<file path="config.mk">
export PLATFORM = sky130hd
export DESIGN_NAME = primus_instruction_decode
export DESIGN_NICKNAME = d
export VERILOG_FILES = /design/src/rtl/primus_instruction_decode.sv
export SDC_FILE = /design/constraint.sdc
export NUM_CORES = 2
export LEC_CHECK = 0
export CAP_MARGIN = 20
export CORE_ASPECT_RATIO = 1.1
export CORE_MARGIN = 2
export CORE_UTILIZATION = 48
export CTS_BUF_LIST = sky130_fd_sc_hd__clkbuf_4 sky130_fd_sc_hd__clkbuf_8 sky130_fd_sc_hd__clkbuf_16
export DETAILED_ROUTE_END_ITERATION = 12
export PLACE_DENSITY = 0.78
export SYNTH_ARGS = -nofsm -noshare
export SYNTH_HDL_FRONTEND = slang
export SYNTH_SLANG_ARGS = --single-unit
</file>
<file path="constraint.sdc">
create_clock -name clk_i -period 52.7 [get_ports clk_i]
set_input_delay 13.175 -clock clk_i [delete_from_list [all_inputs] [get_ports clk_i]]
set_output_delay 13.175 -clock clk_i [all_outputs]
set_load 0.02 [all_outputs]
</file>
<file path="src/rtl/primus_instruction_decode.sv">
// RV32I decode: regfile read with write-first bypass, immediate gen, registered ID/EX bundle; 1-cycle latency.
// Backpressure: if_ready_o = !id_valid_o || ex_ready_i; a stalled bundle holds except for writeback operand refresh.
module primus_instruction_decode #(
  parameter int XLEN = 32
) (
  input  logic            clk_i,
  input  logic            rst_i,
  input  logic            if_valid_i,
  output logic            if_ready_o,
  input  logic [31:0]     ir_i,
  input  logic [XLEN-1:0] pc_i,
  input  logic [XLEN-1:0] npc_i,
  input  logic            flush_i,
  input  logic            wb_we_i,
  input  logic [4:0]      wb_rd_i,
  input  logic [XLEN-1:0] wb_data_i,
  output logic            id_valid_o,
  input  logic            ex_ready_i,
  output logic [XLEN-1:0] pc_o,
  output logic [XLEN-1:0] npc_o,
  output logic [XLEN-1:0] rs1_data_o,
  output logic [XLEN-1:0] rs2_data_o,
  output logic [XLEN-1:0] imm_o,
  output logic [4:0]      rs1_o,
  output logic [4:0]      rs2_o,
  output logic [4:0]      rd_o,
  output logic [6:0]      opcode_o,
  output logic [2:0]      funct3_o,
  output logic            funct7b5_o,
  output logic            illegal_o
);

  localparam logic [6:0] OP_LOAD   = 7'h03;
  localparam logic [6:0] OP_FENCE  = 7'h0F;
  localparam logic [6:0] OP_IMM    = 7'h13;
  localparam logic [6:0] OP_AUIPC  = 7'h17;
  localparam logic [6:0] OP_STORE  = 7'h23;
  localparam logic [6:0] OP_REG    = 7'h33;
  localparam logic [6:0] OP_LUI    = 7'h37;
  localparam logic [6:0] OP_BRANCH = 7'h63;
  localparam logic [6:0] OP_JALR   = 7'h67;
  localparam logic [6:0] OP_JAL    = 7'h6F;
  localparam logic [6:0] OP_SYSTEM = 7'h73;

  logic [XLEN-1:0] rf [32];

  logic            accept;
  logic            stalled;
  logic [6:0]      opcode;
  logic [4:0]      rs1;
  logic [4:0]      rs2;
  logic [XLEN-1:0] rs1_rd_data;
  logic [XLEN-1:0] rs2_rd_data;
  logic [XLEN-1:0] imm;
  logic            illegal;
  logic            wb_live;

  assign if_ready_o = !id_valid_o || ex_ready_i;
  assign accept     = if_valid_i && if_ready_o && !flush_i;
  assign stalled    = id_valid_o && !ex_ready_i;
  assign wb_live    = wb_we_i && (wb_rd_i != 5'd0);

  assign opcode = ir_i[6:0];
  assign rs1    = ir_i[19:15];
  assign rs2    = ir_i[24:20];

  // x0 is never written, so rf[0] stays at its reset value of zero.
  assign rs1_rd_data = (wb_live && wb_rd_i == rs1) ? wb_data_i : rf[rs1];
  assign rs2_rd_data = (wb_live && wb_rd_i == rs2) ? wb_data_i : rf[rs2];

  always_comb begin
    imm     = '0;
    illegal = 1'b0;
    case (opcode)
      OP_LOAD, OP_IMM, OP_JALR, OP_SYSTEM:
        imm = {{(XLEN-12){ir_i[31]}}, ir_i[31:20]};
      OP_STORE:
        imm = {{(XLEN-12){ir_i[31]}}, ir_i[31:25], ir_i[11:7]};
      OP_BRANCH:
        imm = {{(XLEN-13){ir_i[31]}}, ir_i[31], ir_i[7], ir_i[30:25], ir_i[11:8], 1'b0};
      OP_LUI, OP_AUIPC:
        imm = {ir_i[31:12], 12'b0};
      OP_JAL:
        imm = {{(XLEN-21){ir_i[31]}}, ir_i[31], ir_i[19:12], ir_i[20], ir_i[30:21], 1'b0};
      OP_REG, OP_FENCE:
        imm = '0;
      default:
        illegal = 1'b1;
    endcase
  end

  always_ff @(posedge clk_i or posedge rst_i) begin
    if (rst_i) begin
      for (int i = 0; i < 32; i++) rf[i] <= '0;
    end else if (wb_live) begin
      rf[wb_rd_i] <= wb_data_i;
    end
  end

  always_ff @(posedge clk_i or posedge rst_i) begin
    if (rst_i) begin
      id_valid_o <= 1'b0;
    end else if (flush_i) begin
      id_valid_o <= 1'b0;
    end else if (accept) begin
      id_valid_o <= 1'b1;
    end else if (ex_ready_i) begin
      id_valid_o <= 1'b0;
    end
  end

  always_ff @(posedge clk_i or posedge rst_i) begin
    if (rst_i) begin
      pc_o       <= '0;
      npc_o      <= '0;
      rs1_data_o <= '0;
      rs2_data_o <= '0;
      imm_o      <= '0;
      rs1_o      <= '0;
      rs2_o      <= '0;
      rd_o       <= '0;
      opcode_o   <= '0;
      funct3_o   <= '0;
      funct7b5_o <= 1'b0;
      illegal_o  <= 1'b0;
    end else if (accept) begin
      pc_o       <= pc_i;
      npc_o      <= npc_i;
      rs1_data_o <= rs1_rd_data;
      rs2_data_o <= rs2_rd_data;
      imm_o      <= imm;
      rs1_o      <= rs1;
      rs2_o      <= rs2;
      rd_o       <= ir_i[11:7];
      opcode_o   <= opcode;
      funct3_o   <= ir_i[14:12];
      funct7b5_o <= ir_i[30];
      illegal_o  <= illegal;
    end else if (stalled) begin
      // Held operands track writebacks so execute never sees a stale value.
      if (wb_live && wb_rd_i == rs1_o) rs1_data_o <= wb_data_i;
      if (wb_live && wb_rd_i == rs2_o) rs2_data_o <= wb_data_i;
    end
  end

endmodule

</file>
# == After elaboration in Yosys (flattened, before gate mapping) ==
# Index checks and enable logic that the tools add are counted.
# classes
muxes,22
n_eq_ne,15
n_reduce_logical,23
bitwise,3
order_cmp,4
# op_table
operator,count
$bwmux 1024,1
$mux 32,13
$bmux 32 s5,2
$demux 32 s5,1
$pmux 32 s5,1
$eq 7x7->1 const B,4
$eq 7x6->1 const B,3
$eq 5x5->1,4
$ge 6x6->1 const B,3
$not 5->6,3
$eq 7x5->1 const B,2
$reduce_or 11->1,1
$logic_and 1x1->1,9
$eq 7x2->1 const B,1
$eq 7x4->1 const B,1
$lt 6x1->1 const B,1
$reduce_bool 2->1,3
$reduce_bool 5->1,1
$mux 1,4
$reduce_and 2->1,2
$reduce_or 4->1,1
$logic_not 1->1,3
$reduce_bool 3->1,1
$reduce_or 2->1,1
$logic_or 1x1->1,1
# totals
input_bits,139
word_cells,112
reg_bits,1212

# == Logic depth before layout (Yosys ltp) ==
# logic_depth
depth_word,6
mapped_depth,9

# == Worst setup path before layout ==
# No wires, ideal clock.
# synth_path
path_kind,input -> output
from,input port ex_ready_i
to,output port if_ready_o
n_path_buf,0
path_stages,2
t_arrival_ns,13.588
setup_slack_ns,25.937
t_required_ns,39.525
cell_sequence,and2b_1 -> inv_1
# synth_between
elab_chain_cells,1
# synth_rtl
element,line_no,text
from (decl),18,"input logic ex_ready_i,"
$logic_or 1x1->1,58,assign if_ready_o = !id_valid_o || ex_ready_i;
to (decl),9,"output logic if_ready_o,"
# No other way between the ends.

# == Worst setup path in the final report ==
# Same ends and word-level chain as after synthesis.

==> run summary <==
Status -> complete, no violations
Final period util -> 52.7%
Critical path launch point type -> input pin
Critical path's top delay family -> buffers and inverters
Peak supply drop -> 27.5 µV
Critical Path Fanout Max -> 4
Filler cell count -> 9849
Inserted Clock Buffers -> 115
Clk_lat worst skew -> 0.73 ns
# port buffers -> 327
DR vias -> 40200
Setup Crit Path Kind -> in2out
RePlAce Congestion -> 0.833
Buf/Inv on CP -> 3
First-pass DRT Iterations -> 8
Critical Path, Cell by Cell -> clkdlybuf4s50_1, and2b_1, inv_1, clkdlybuf4s50_1
Netlist cell types -> 58
Average wire per standard cell -> 29.8 µm
Number of synthesized flops with an enable pin -> 0
Routed wire length -> 180000 µm
Max transition margin -> 27.5%
Sw frac -> 27.1%
Initial detailed-routing violation count -> 4289
Hold Fails Final Rpt -> 0
Mapped Area -> 0.0612 mm²
# rows -> 137
CP Capture Type -> output pin
DIE AREA -> 0.130 mm²
First-pass GRT wire length -> 269000 µm
Power, Total -> 0.00269 W
Hold Path Class -> reg2reg
Final setup vio count -> 0
CP most frequent cell -> clkdlybuf4s50_1
Initial antenna violation count -> 7
Gate power share -> 20.8%
CTS clk-pin slew, worst paths -> 0.06 ns
TritonCTS Sinks -> 1212
DRC viols -> 0
Async S/R FF share, synth -> 100%
P_int -> 0.00196 W
CTS Root Cell -> clkbuf_16
Slowest-stage cell, CP -> clkdlybuf4s50_1
Data arrival, critical path -> 14.62 ns
Initial Utilization -> 48.4%
Sw power -> 0.000727 W
Syn. warnings -> 0
Max-cap violations -> 0
H-tree levels -> 3
Top_reg_cell synth -> dfrtp_1
Clock buffer depth -> 3
Top Ports -> 328
Worst-Margin Slew -> 1.08 ns
Register area share after synthesis -> 49.5%
Yosys reg bits -> 1212
Die width -> 345 µm
RSZ-0062 raised after global routing -> no
Register share of total power -> 45.7%
Vias per cell -> 6.65
Maximum number of pins on one net before global-route repair -> 162
# Post-CTS Setup Buffers -> 0
CTS tree -> built
Tmin final -> 27.80 ns
Pwr dens -> 38.4 mW/mm²
Total Routing Usage GR -> 27.7%
Crit path setup slack, layout -> 24.90 ns
Avg Inst Size Synth -> 14.6 µm²
Final instance area -> 0.0700 mm²
Syn Inst Count -> 4188
P&R area growth vs syn -> 14.4%
# hold bufs at CTS -> 0
Fmax -> 36.0 MHz
DP Area -> 0.0655 mm²
Synth Net Count -> 4327
DP Worst Slack -> 24.90 ns
Fin Clk Skew -> 0.0352 ns
Clk pwr share -> 33.5%
DP Wirelength -> 101000 µm
Global route overflow -> 0
Core Box Area -> 0.127 mm²
Vias in the first global route -> 41500
Post-cts resize count -> 0
Fraction of layout cells with a size suffix above 1 -> 43.8%
Pleak -> 30.3 nW
Die height -> 379 µm
Req. time, crit path -> 39.52 ns
Fin nets -> 4418
Routed Antenna Nets -> 0
Critical path's largest stage delay -> 0.61 ns
Setup tns final -> 0 ns
Final slew viol count -> 0
## synth_stat cells (all sizes together) (2+ instances only)
library cell | instances | area [µm²]
mux2 | 992 | 11200
xnor2 | 20 | 175
nand4b | 2 | 17.5
nor2b | 5 | 31.3
nor3 | 5 | 30.0
nor3b | 4 | 35.0
a221oi | 4 | 35.0
inv | 7 | 26.3
a211o | 4 | 35.0
o21ai | 14 | 70.1
dfrtp | 1212 | 30300
o22a | 64 | 561
nand3 | 7 | 35.0
and2 | 2 | 12.5
clkbuf | 226 | 848
nand2b | 2 | 12.5
a21oi | 20 | 100
o211ai | 5 | 57.6
mux4 | 512 | 11500
and3 | 4 | 25.0
o22ai | 8 | 50.1
o311ai | 3 | 78.8
nand4 | 4 | 25.0
a22oi | 256 | 1920
nand2 | 434 | 1630
nor2 | 46 | 203
buf | 235 | 1220
nand3b | 7 | 52.6
o31ai | 4 | 48.8
o221a | 64 | 721
## layout by cell type, fill, tap and decap left out, drive strengths merged, types with 5 or more instances in the layout
| master | instances |
|---|---|
| inv | 10 |
| a22oi | 256 |
| nand3 | 7 |
| clkdlybuf4s50 | 323 |
| o211ai | 5 |
| bufinv | 16 |
| nor2 | 46 |
| mux2 | 992 |
| nand3b | 7 |
| o22ai | 8 |
| xnor2 | 20 |
| clkbuf | 170 |
| o22a | 64 |
| buf | 106 |
| clkinv | 27 |
| mux4 | 512 |
| o221a | 64 |
| nor2b | 5 |
| a21oi | 20 |
| nand2 | 434 |
| o21ai | 14 |
| nor3 | 5 |
| dfrtp | 1212 |
## power by group through the flow
stage / registers [W] / clock network, W / logic, W
detailed placement: 0.00124 / 0 / 0.000553
global placement: 0.00123 / 0 / 0.000536
global route: 0.00125 / 0.000948 / 0.000597
finish: 0.00123 / 0.000901 / 0.000558
CTS: 0.00122 / 0.000910 / 0.000556
floorplan: 0.00123 / 0 / 0.000386
## path summary, 6_finish.rpt
path | from | slack [ns] | to | depth (start not counted)
max in group asynchronous | rst_i | 35.67 | rf[209] | 6
hold reg to reg | rf[1005] | 0.40 | rf[1005] | 0
hold / removal | rf[1005] | 0.40 | rf[1005] | 0
min in group asynchronous | rst_i | 12.94 | id_valid_o | 2
setup / recovery | ex_ready_i | 24.90 | if_ready_o | 4
setup reg to reg | id_valid_o | 49.35 | imm_o[24] | 7
## layout make-up
| class | count | area [µm²] | share of cell area (%) |
|---|---|---|---|
| antenna | 3 | 7.51 | 0.0107 |
| clock buffer | 164 | 3420 | 4.88 |
| clock inverter | 49 | 702 | 1.00 |
| inverter | 7 | 33.8 | 0.0482 |
| multi-input combinational | 2508 | 29000 | 41.4 |
| sequential | 1212 | 30300 | 43.3 |
| tap | 1668 | 2090 | 2.98 |
| timing repair buffer | 435 | 4440 | 6.34 |
## metrics by stage
stage               std cells  hold WS [ns]  util (%)
finish                   6046         0.396      55.3
global route             6045         0.407      55.3
CTS                      6026         0.398      54.9
detailed placement       5813         0.382      51.7
global placement         5813         0.377      51.7
floorplan                4188         0.441         -
## registers in the layout (all words and copies together) (netlist names)
signal      flops
funct3_o        3
funct7b5_o      1
id_valid_o      1
illegal_o       1
imm_o          32
npc_o          32
opcode_o        7
pc_o           32
rd_o            5
rf           1024
rs1_data_o     32
rs1_o           5
rs2_data_o     32
rs2_o           5
## cells by family (layout without fill, tap and decap cells)
kind of cell    after synthesis  after routing  share of synthesized area (%)
other cells                   0              3                              0
compound gates              454            454                           6.12
flops                      1212           1212                           49.5
buf+inv                     468            655                           3.43
simple gates                528            528                           3.56
mux                        1505           1505                           37.1
xor+xnor                     21             21                          0.300
## routing by layer
metal | up-vias | routed length (µm) | GRT usage [%]
li1 | 16200 | - | -
met1 | 21400 | 68100 | 36.2
met2 | 2235 | 84100 | 43.5
met3 | 450 | 19600 | 7.67
met4 | 10 | 8320 | 12.0
met5 | - | 57 | 0
## worst register-to-register path, delay by kind of cell (launching register included)
kind	cells	cell delay (ns)
and+or+nand+nor	4	1.55
buffers and inverters	2	1.23
AOI/OAI and AO/OA	1	0.15
DFF	1	0.38
Power figures use the tool's default switching activity.
